$ cat src/rtl/button_event_decoder.sv
// Classifies a debounced button level into short-press / long-press / double-click pulses.
// Latency: every event is a registered 1-cycle pulse after the deciding sample; no backpressure.
// Macro BUTTON_DCLICK_EN enables double-click detection (gap wait + second press).
module button_event_decoder #(
    parameter int LONG_CNT   = 8,
    parameter int DCLICK_GAP = 4,
    parameter int CNT_W      = 16
) (
    input  logic clk,
    input  logic rst,
    input  logic sig_in,
    output logic short_press,
    output logic long_press,
    output logic double_click,
    output logic busy
);

    if (LONG_CNT < 2) begin : g_long_chk
        $error("LONG_CNT must be at least 2");
    end
    if (DCLICK_GAP < 1) begin : g_gap_chk
        $error("DCLICK_GAP must be at least 1");
    end
    if ((64'(1) << CNT_W) <= 64'(LONG_CNT) || (64'(1) << CNT_W) <= 64'(DCLICK_GAP)) begin : g_w_chk
        $error("CNT_W too narrow for LONG_CNT/DCLICK_GAP");
    end

`ifdef BUTTON_DCLICK_EN
    typedef enum logic [2:0] {IDLE, PRESS1, LONG_HELD, WAIT_GAP, PRESS2} state_t;
    localparam logic [CNT_W-1:0] GAP_V = CNT_W'(DCLICK_GAP);
`else
    typedef enum logic [1:0] {IDLE, PRESS1, LONG_HELD} state_t;
`endif

    localparam logic [CNT_W-1:0] LONG_V = CNT_W'(LONG_CNT);
    localparam logic [CNT_W-1:0] ONE    = CNT_W'(1);

    state_t           state;
    logic [CNT_W-1:0] cnt;
    logic [CNT_W-1:0] cnt_inc;
    logic             prev;

    // Saturating increment: the counter never wraps back to a small value.
    assign cnt_inc = (cnt == {CNT_W{1'b1}}) ? cnt : cnt + ONE;

`ifdef BUTTON_DCLICK_EN
    logic dclick_q;
    assign double_click = dclick_q;
`else
    assign double_click = 1'b0;
`endif

    always_ff @(posedge clk or posedge rst) begin
        if (rst) begin
            state       <= IDLE;
            cnt         <= '0;
            prev        <= 1'b1;
            short_press <= 1'b0;
            long_press  <= 1'b0;
            busy        <= 1'b0;
`ifdef BUTTON_DCLICK_EN
            dclick_q    <= 1'b0;
`endif
        end else begin
            prev        <= sig_in;
            short_press <= 1'b0;
            long_press  <= 1'b0;
`ifdef BUTTON_DCLICK_EN
            dclick_q    <= 1'b0;
`endif
            case (state)
                IDLE: begin
                    if (sig_in && !prev) begin
                        state <= PRESS1;
                        cnt   <= ONE;
                        busy  <= 1'b1;
                    end
                end
                PRESS1: begin
                    if (sig_in) begin
                        cnt <= cnt_inc;
                        if (cnt_inc == LONG_V) begin
                            long_press <= 1'b1;
                            state      <= LONG_HELD;
                        end
                    end else begin
`ifdef BUTTON_DCLICK_EN
                        // A one-sample window closes on the fall sample itself.
                        if (DCLICK_GAP == 1) begin
                            short_press <= 1'b1;
                            state       <= IDLE;
                            busy        <= 1'b0;
                        end else begin
                            state <= WAIT_GAP;
                            cnt   <= ONE;
                        end
`else
                        short_press <= 1'b1;
                        state       <= IDLE;
                        busy        <= 1'b0;
`endif
                    end
                end
                LONG_HELD: begin
                    if (!sig_in) begin
                        state <= IDLE;
                        busy  <= 1'b0;
                    end
                end
`ifdef BUTTON_DCLICK_EN
                WAIT_GAP: begin
                    if (sig_in) begin
                        state <= PRESS2;
                    end else begin
                        cnt <= cnt_inc;
                        if (cnt_inc == GAP_V) begin
                            short_press <= 1'b1;
                            state       <= IDLE;
                            busy        <= 1'b0;
                        end
                    end
                end
                PRESS2: begin
                    if (!sig_in) begin
                        dclick_q <= 1'b1;
                        state    <= IDLE;
                        busy     <= 1'b0;
                    end
                end
`endif
                default: begin
                    state <= IDLE;
                    busy  <= 1'b0;
                end
            endcase
        end
    end

endmodule

$ cat config.mk
export PLATFORM = sky130hd
export DESIGN_NAME = button_event_decoder
export DESIGN_NICKNAME = d
export VERILOG_FILES = /design/src/rtl/button_event_decoder.sv
export SDC_FILE = /design/constraint.sdc
export NUM_CORES = 1
export LEC_CHECK = 0
export ABC_AREA = 1
export CORE_MARGIN = 2
export CORE_UTILIZATION = 59
export DETAILED_ROUTE_END_ITERATION = 10
export PLACE_DENSITY = 0.82
export SYNTH_ARGS = -nofsm -noshare
export SYNTH_HDL_FRONTEND = slang
export SYNTH_SLANG_ARGS = --single-unit
$ cat constraint.sdc
create_clock -name clk -period 2.1 [get_ports clk]
set_clock_uncertainty 0.1 [all_clocks]
set_input_delay 0.42 -clock clk [delete_from_list [all_inputs] [get_ports clk]]
set_output_delay 0.42 -clock clk [all_outputs]
set_load 0.01 [all_outputs]
==> summary.md, run 1 <==
| Metric | Value |
|---|---|
| Dominant cells by area after synthesis | dfrtp_1, nand2_1, inv_1 |
| RD Place Congestion | 0.9486 |
| Nets | 238 |
| Critical path's slowest cell | dfrtp_1 |
| Vias in the first global route | 1369 |
| Final setup margin | 0.03014 ns |
| Residual overflow from global routing | 0 |
| Crit-path cells | ha_2 > nand2_2 > nor2_4 > nand2_4 > nor2_4 > nand2_1 > nand2_1 > inv_1 > nor2_1 > nand3_1 > nor2_2 > nand2_2 > nand2_2 > nand2_2 > nand2_1 > nand2_1 |
| WL met1 | 1466 um |
| RSZ-0062 raised after global routing | true |
| Tot Pwr | around 1.4 mW |
| Largest net degree at the start of global routing | 23 |
| Cell Pwr Density | roughly 800 nW/um2 |
| PortBufs | 5 |
| Top Metal Used | met4 |
| Setup Crit Path Kind | flip-flop to flip-flop |
| Residual DRC | 0 |
| Type of the most critical hold path | input pin to asynchronous set/reset pin |
| Max Fclk | between 400 and 500 MHz |
| Met3 wire length | 230 um |
| Bufs and invs on worst path | 1 |
| Yosys warning count | 0 |
| Initial antenna violation count | 0 |
| #FFs+latches synth | 22 |
| Crit path max-delay family | simple AND/OR/NAND/NOR gates |
| Endpoint type of the worst setup path | flip-flop |
| Arrival @ worst endpoint | about 2.2 ns |
| Die W | 53.77 um |
| CTS Sinks | 22 |
| Wire length per cell | 13.43 um |
| Placed insts | 251 |
| Area leader, netlist | dfrtp_1 |
| Detail Route Antenna Nets | 0 |
| Post-DP HPWL | between 2000 and 3000 um |
| Synth top area share | 0.3596 |
| Fin. Hold Viols | 0 |
| DR iter-0 viols | 77 |
| Library cells used by synthesis | 26 |
| Clock Tree Buf Depth | 2 |
| Non-filler cells, final | 260 |
| Leak | a little over 0.8 nW |
| Die area | approximately 2900 um2 |
| Worst Hold Margin | around 0.32 ns |
| Clock-pin slew on the worst setup and hold paths | 0.12 ns |
| Final wirelength | approximately 3500 um |
| Tmin final | 2.070 ns |
| Count leader, synth | nand2_1 |
| Core area | 2410 um2 |
| Max VDD drop | 0.6938 mV |
| Antenna Cells | 0 |
| DRT Pass-1 Iters | 5 |
| Max Cap Viol | 0 |
| CTS Hold Bufs | 0 |
| Synth cell count leaders | nand2_1, inv_1, nand3_1 |
| Row count | 18 |
| Max Slew Vio Count | 0 |
| Post-Place Worst Slack | -0.09199 ns |
| Total Routing Usage GR | 0.2734 |
| CP required | between 2 and 2.5 ns |
| Die H | 53.77 um |
| Starting Density | 0.6064 |
| Area delta synth->final | 16.87% |
| Tcrit/Tclk final | 0.9856 |
| Async set-or-reset flop fraction in the synthesized netlist | 1.000 |
| Startpoint types | flip-flop |
| Post-Syn Nets | 218 |
| Syn Inst Count | ~210 |
| Post-synth EDFFs | 0 |
| Max incr delay on CP | 0.39 ns |
| Worst skew pair latency | 0.31 ns |
| Layout cell share with drive strength beyond 1 | 0.1739 |
| Sequential area share after synthesis | 0.3776 |
| Post-Syn Area | about 1500 um2 |
| First-pass GRT wire length | 5733 um |
| Vias per cell | 5.558 |
| Cts bufs inserted | 3 |
| CTS H-Tree Depth | 1 |
| Ports | 7 |
| Final setup viols | 0 |
| Post-synth top flop | dfrtp_1 |
| Detailed-route via count | 1445 |
| CTS root buf | clkbuf_4 |
| Fill count | 183 |
| CTS tree | built |
| Status | completed |
| Avg Cell Area, Syn | 6.926 um2 |
| Met2 wire len | 1753 um |
| Crit-path max FO | 5 |
| TNS Setup | 0 ns |
## cell type report
type                            instances  area [um2]  share of cell area
Clock buffer                            4       26.28             0.01538
Sequential cell                        22       551.8              0.3231
Multi-Input combinational cell        151       809.5              0.4740
Inverter                               34       127.6             0.07472
Tap cell                               30       37.54             0.02198
Timing Repair Buffer                   19       155.1             0.09084
## layout by cell type (no fill, tap or decap)
cell             Yosys  layout
xnor2_1              1       1
o21ai_1              1       1
clkbuf_4             0       3
dfstp_2              1       1
a21oi_2              1       1
ha_1                 4       3
o21ai_2              1       2
clkinv_1             1       1
clkdlybuf4s50_1      0       5
xor2_1               3       3
nor2_1              22      18
nor3_1               3       3
nand2_4              0       1
nand2_2              2       5
clkbuf_1             2       1
nor2_2               1       4
nand3_1             24      22
a21oi_1              2       2
dfrtp_1             21      21
nand2_1             57      53
a32o_1               1       1
nand4_1              4       4
inv_1               33      32
o21ai_0             12      11
o22ai_1              7       7
conb_1               1       1
nand3_4              0       1
inv_2                0       1
buf_4                1      14
ha_2                 0       1
nor2_4               4       5
nand3_2              0       1
## power by group
part	total [mW]	internal (mW)	switching, mW
sequential	0.527	0.483	0.0442
combinational	0.625	0.248	0.378
clock	0.202	0.0741	0.128
total	1.35	0.805	0.550
## state kept, by name, summed over array words and instances (netlist names)
name         cells
short_press      1
busy             1
prev             1
cnt             16
state            2
long_press       1
## worst paths after layout
| check | startpoint | endpoint | slack [ns] | cells past startpoint |
|---|---|---|---|---|
| worst max-delay path | cnt[1] | state[0] | 0.03 | 16 |
| worst max register to register | cnt[1] | state[0] | 0.03 | 16 |
| worst min-delay path | rst | cnt[4] | 0.32 | 3 |
| max in group asynchronous | rst | prev | 1.30 | 3 |
| min in group clk | busy | busy | 0.41 | 2 |
| worst min register to register | busy | busy | 0.41 | 2 |
## layer usage
layer / track usage / vias up
met1: 0.3457 / 657
met2: 0.4573 / 71
li1: - / 709
met3: 0.03611 / 8
met5: 0 / -
met4: 0.1325 / 0
## tightest hold or removal path, stage by stage
cell,delay [ns]
clkdlybuf4s50_1,0.39
inv_1,0.05
buf_4,0.27
## repair_timing
action | in CTS | in global routing
setup buffers | 2 | 3
cloned | 0 | 0
gates resized for setup | 2 | 15
pin swaps | 1 | 6
endpoints found under the hold margin | 0 | 0
endpoints found under the setup margin | 2 | 3
## cells by family (layout without fill, tap and decap cells)
| logic type | after synthesis | after routing | share of synthesized area |
|---|---|---|---|
| xor gates and xnor gates | 4 | 4 | 0.02398 |
| AOI/OAI and AO/OA | 25 | 25 | 0.1002 |
| and+or+nand+nor | 117 | 117 | 0.3562 |
| adders and majority gates | 4 | 4 | 0.03425 |
| other | 1 | 1 | 0.002566 |
| DFF | 22 | 22 | 0.3776 |
| buffers and inverters | 38 | 57 | 0.1053 |
## per-stage QoR
stage / area, um2 / util
after global routing: 1708 / 0.7087
after detailed placement: 1590 / 0.6599
after floorplan: 1461 / -
after global placement: 1590 / 0.6599
final: 1708 / 0.7087
after CTS: 1634 / 0.6781
Note: power is estimated with default switching activity, not from simulation.
==> run 2, diff against run 1 <==
Settings changed: SKIP_LAST_GASP set to 1.
==> summary.md, run 2 (same netlist as run 1, synthesis figures left out) <==
| Metric | Value |
|---|---|
| Status | completed |
| Most common cell after layout, fill and taps aside | nand2_1 |
| Crit-path max FO | 5 (unchanged) |
| Vias in the first global route | 1369 (unchanged) |
| CTS root buf | clkbuf_4 |
| Startpoint types | flip-flop |
| Residual DRC | 0 (unchanged) |
| Layout cell share with drive strength beyond 1 | 0.1696 (-0.004348) |
| Largest regs | cnt: 16 flops, state: 2 flops |
| Top reg by flops | cnt |
| Placed Area | 1590 um2 (unchanged) |
| Arrival @ worst endpoint | 2.17 ns (about the same) |
| Wire length per cell | 13.43 um (unchanged) |
| Total Routing Usage GR | 0.2734 (unchanged) |
| Max Slew Vio Count | 0 (unchanged) |
| FF-to-FF Start | cnt[1] |
| Cts bufs inserted | 3 (unchanged) |
| Setup Crit Path Kind | flip-flop to flip-flop |
| CTS H-Tree Depth | 1 (unchanged) |
| First-pass GRT wire length | 5733 um (unchanged) |
| Nets | 238 (unchanged) |
| Tmin final | 2.060 ns (-0.009868 ns) |
| Type of the most critical hold path | input pin to asynchronous set/reset pin |
| Post-DP HPWL | 2631 um (unchanged) |
| Leak | 0.8266 nW (about the same) |
| Max Fclk | 485.4 MHz (+0.48%) |
| PortBufs | 5 (unchanged) |
| Fin util | 0.7077 (-0.001039) |
| Tcrit/Tclk final | 0.9810 (-0.004699) |
| Row count | 18 (unchanged) |
| RSZ-0062 raised after global routing | true |
| Die W | 53.77 um (unchanged) |
| CTS Hold Bufs | 0 (unchanged) |
| Max Cap Viol | 0 (unchanged) |
| Vias per cell | 5.558 (unchanged) |
| Cell Pwr Density | 792.7 nW/um2 (about the same) |
| Max reg flops | 16 (unchanged) |
| Clock-pin slew on the worst setup and hold paths | 0.12 ns (about the same) |
| Endpoint type of the worst setup path | flip-flop |
| Starting Density | 0.6064 (unchanged) |
| Area delta synth->final | 16.70% |
| Final std cell area, no fill | 1705 um2 (-0.15%) |
| CTS Sinks | 22 (unchanged) |
| Most frequent cells in the layout | nand2_1, inv_1, nand3_1 |
| Ports | 7 (unchanged) |
| Detailed-route via count | 1445 (unchanged) |
| Antenna Cells | 0 (unchanged) |
| Residual overflow from global routing | 0 (unchanged) |
| CTS tree | built |
| Non-filler cells, final | 260 (unchanged) |
| RD Place Congestion | 0.9486 (unchanged) |
| Placed insts | 251 (unchanged) |
| Final wirelength | 3492 um (unchanged) |
| Core area | 2410 um2 (unchanged) |
| Worst skew pair latency | 0.31 ns (about the same) |
| Largest net degree at the start of global routing | 23 (unchanged) |
| Worst Hold Margin | 0.3217 ns (unchanged) |
| Worst R2R Path Depth | 16 (unchanged) |
| Final setup viols | 0 (unchanged) |
| CP required | 2.21 ns (about the same) |
| Die H | 53.77 um (unchanged) |
| DRT Pass-1 Iters | 5 (unchanged) |
| R2R Path End | state[0] |
| Fin. Hold Viols | 0 (unchanged) |
| Clock Tree Buf Depth | 2 (unchanged) |
| DR iter-0 viols | 77 (unchanged) |
| Initial antenna violation count | 0 (unchanged) |
| Max VDD drop | 0.6936 mV (about the same) |
| Die area | 2891 um2 (unchanged) |
| Detail Route Antenna Nets | 0 (unchanged) |
| R2R setup slack | 0.04 ns (about the same) |
run 2: cell types whose count changed in the layout (fill, tap and decap cells not counted):
cell | before | now
nand2_2 | 5 | 4
nand2_1 | 53 | 54
run 2: stage by stage:
step / setup WS [ns] / total power, mW / setup TNS [ns]
after floorplan: 0.1898 / 0.9121 / 0
after global placement: 0.01832 / 1.093 / 0
after detailed placement: -0.09199 / 1.110 / -0.1766
after CTS: 0.001177 / 1.329 / 0
after global routing: -0.1375 / 1.444 / -0.2624
final: 0.04000 / 1.352 / 0
run 2: worst max-delay path by stage:
stage	from	endpoint	slack, ns	depth (start not counted)
final	cnt[1]	state[0]	0.04	16
after floorplan	cnt[0]	state[0]	0.19	15
after global placement	cnt[0]	state[0]	0.02	15
after detailed placement	cnt[1]	state[1]	-0.09	15
after global routing	cnt[1]	state[1]	-0.14	16
after CTS	cnt[1]	state[1]	0.001	16
run 2: area by class of cell:
| class | instances | area (um2) |
|---|---|---|
| well taps | 30 | 37.54 |
| flip-flops and latches | 22 | 551.8 |
| fillers | 184 | 704.4 |
| inverters | 34 | 127.6 |
| repair buffers | 19 | 155.1 |
| clock buffers | 4 | 26.28 |
| multi-input cells | 151 | 807.0 |
run 2: metal layers:
metal | up-vias | track usage | wire [um]
li1 | 709 | - | -
met1 | 657 | 0.3457 | 1466
met2 | 71 | 0.4573 | 1753
met3 | 8 | 0.03611 | 230
met4 | 0 | 0.1325 | 41
met5 | - | 0 | 0
run 2: timing repair:
| item | CTS | global route |
|---|---|---|
| buffers inserted | 2 | 3 |
| pin swaps | 1 | 6 |
| resized for setup | 2 | 14 |
| setup endpoints to repair | 2 | 3 |
run 2: critical path, cell delays in order (launching register included):
cell and delay (ns):
dfrtp_1 0.39, ha_2 0.22, nand2_2 0.07, nor2_4 0.21, nand2_4 0.11, nor2_4 0.10, nand2_1 0.05, nand2_1 0.07
inv_1 0.05, nor2_1 0.08, nand3_1 0.08, nor2_2 0.12, nand2_2 0.08, nand2_2 0.07, nand2_2 0.05, nand2_1 0.08
nand2_1 0.04
run 2: where the power goes:
group	switching [mW]	internal, mW	leakage, nW
combinational	0.376	0.247	0.518
clock	0.128	0.0741	0.0150
sequential	0.0440	0.483	0.294
total	0.548	0.804	0.827
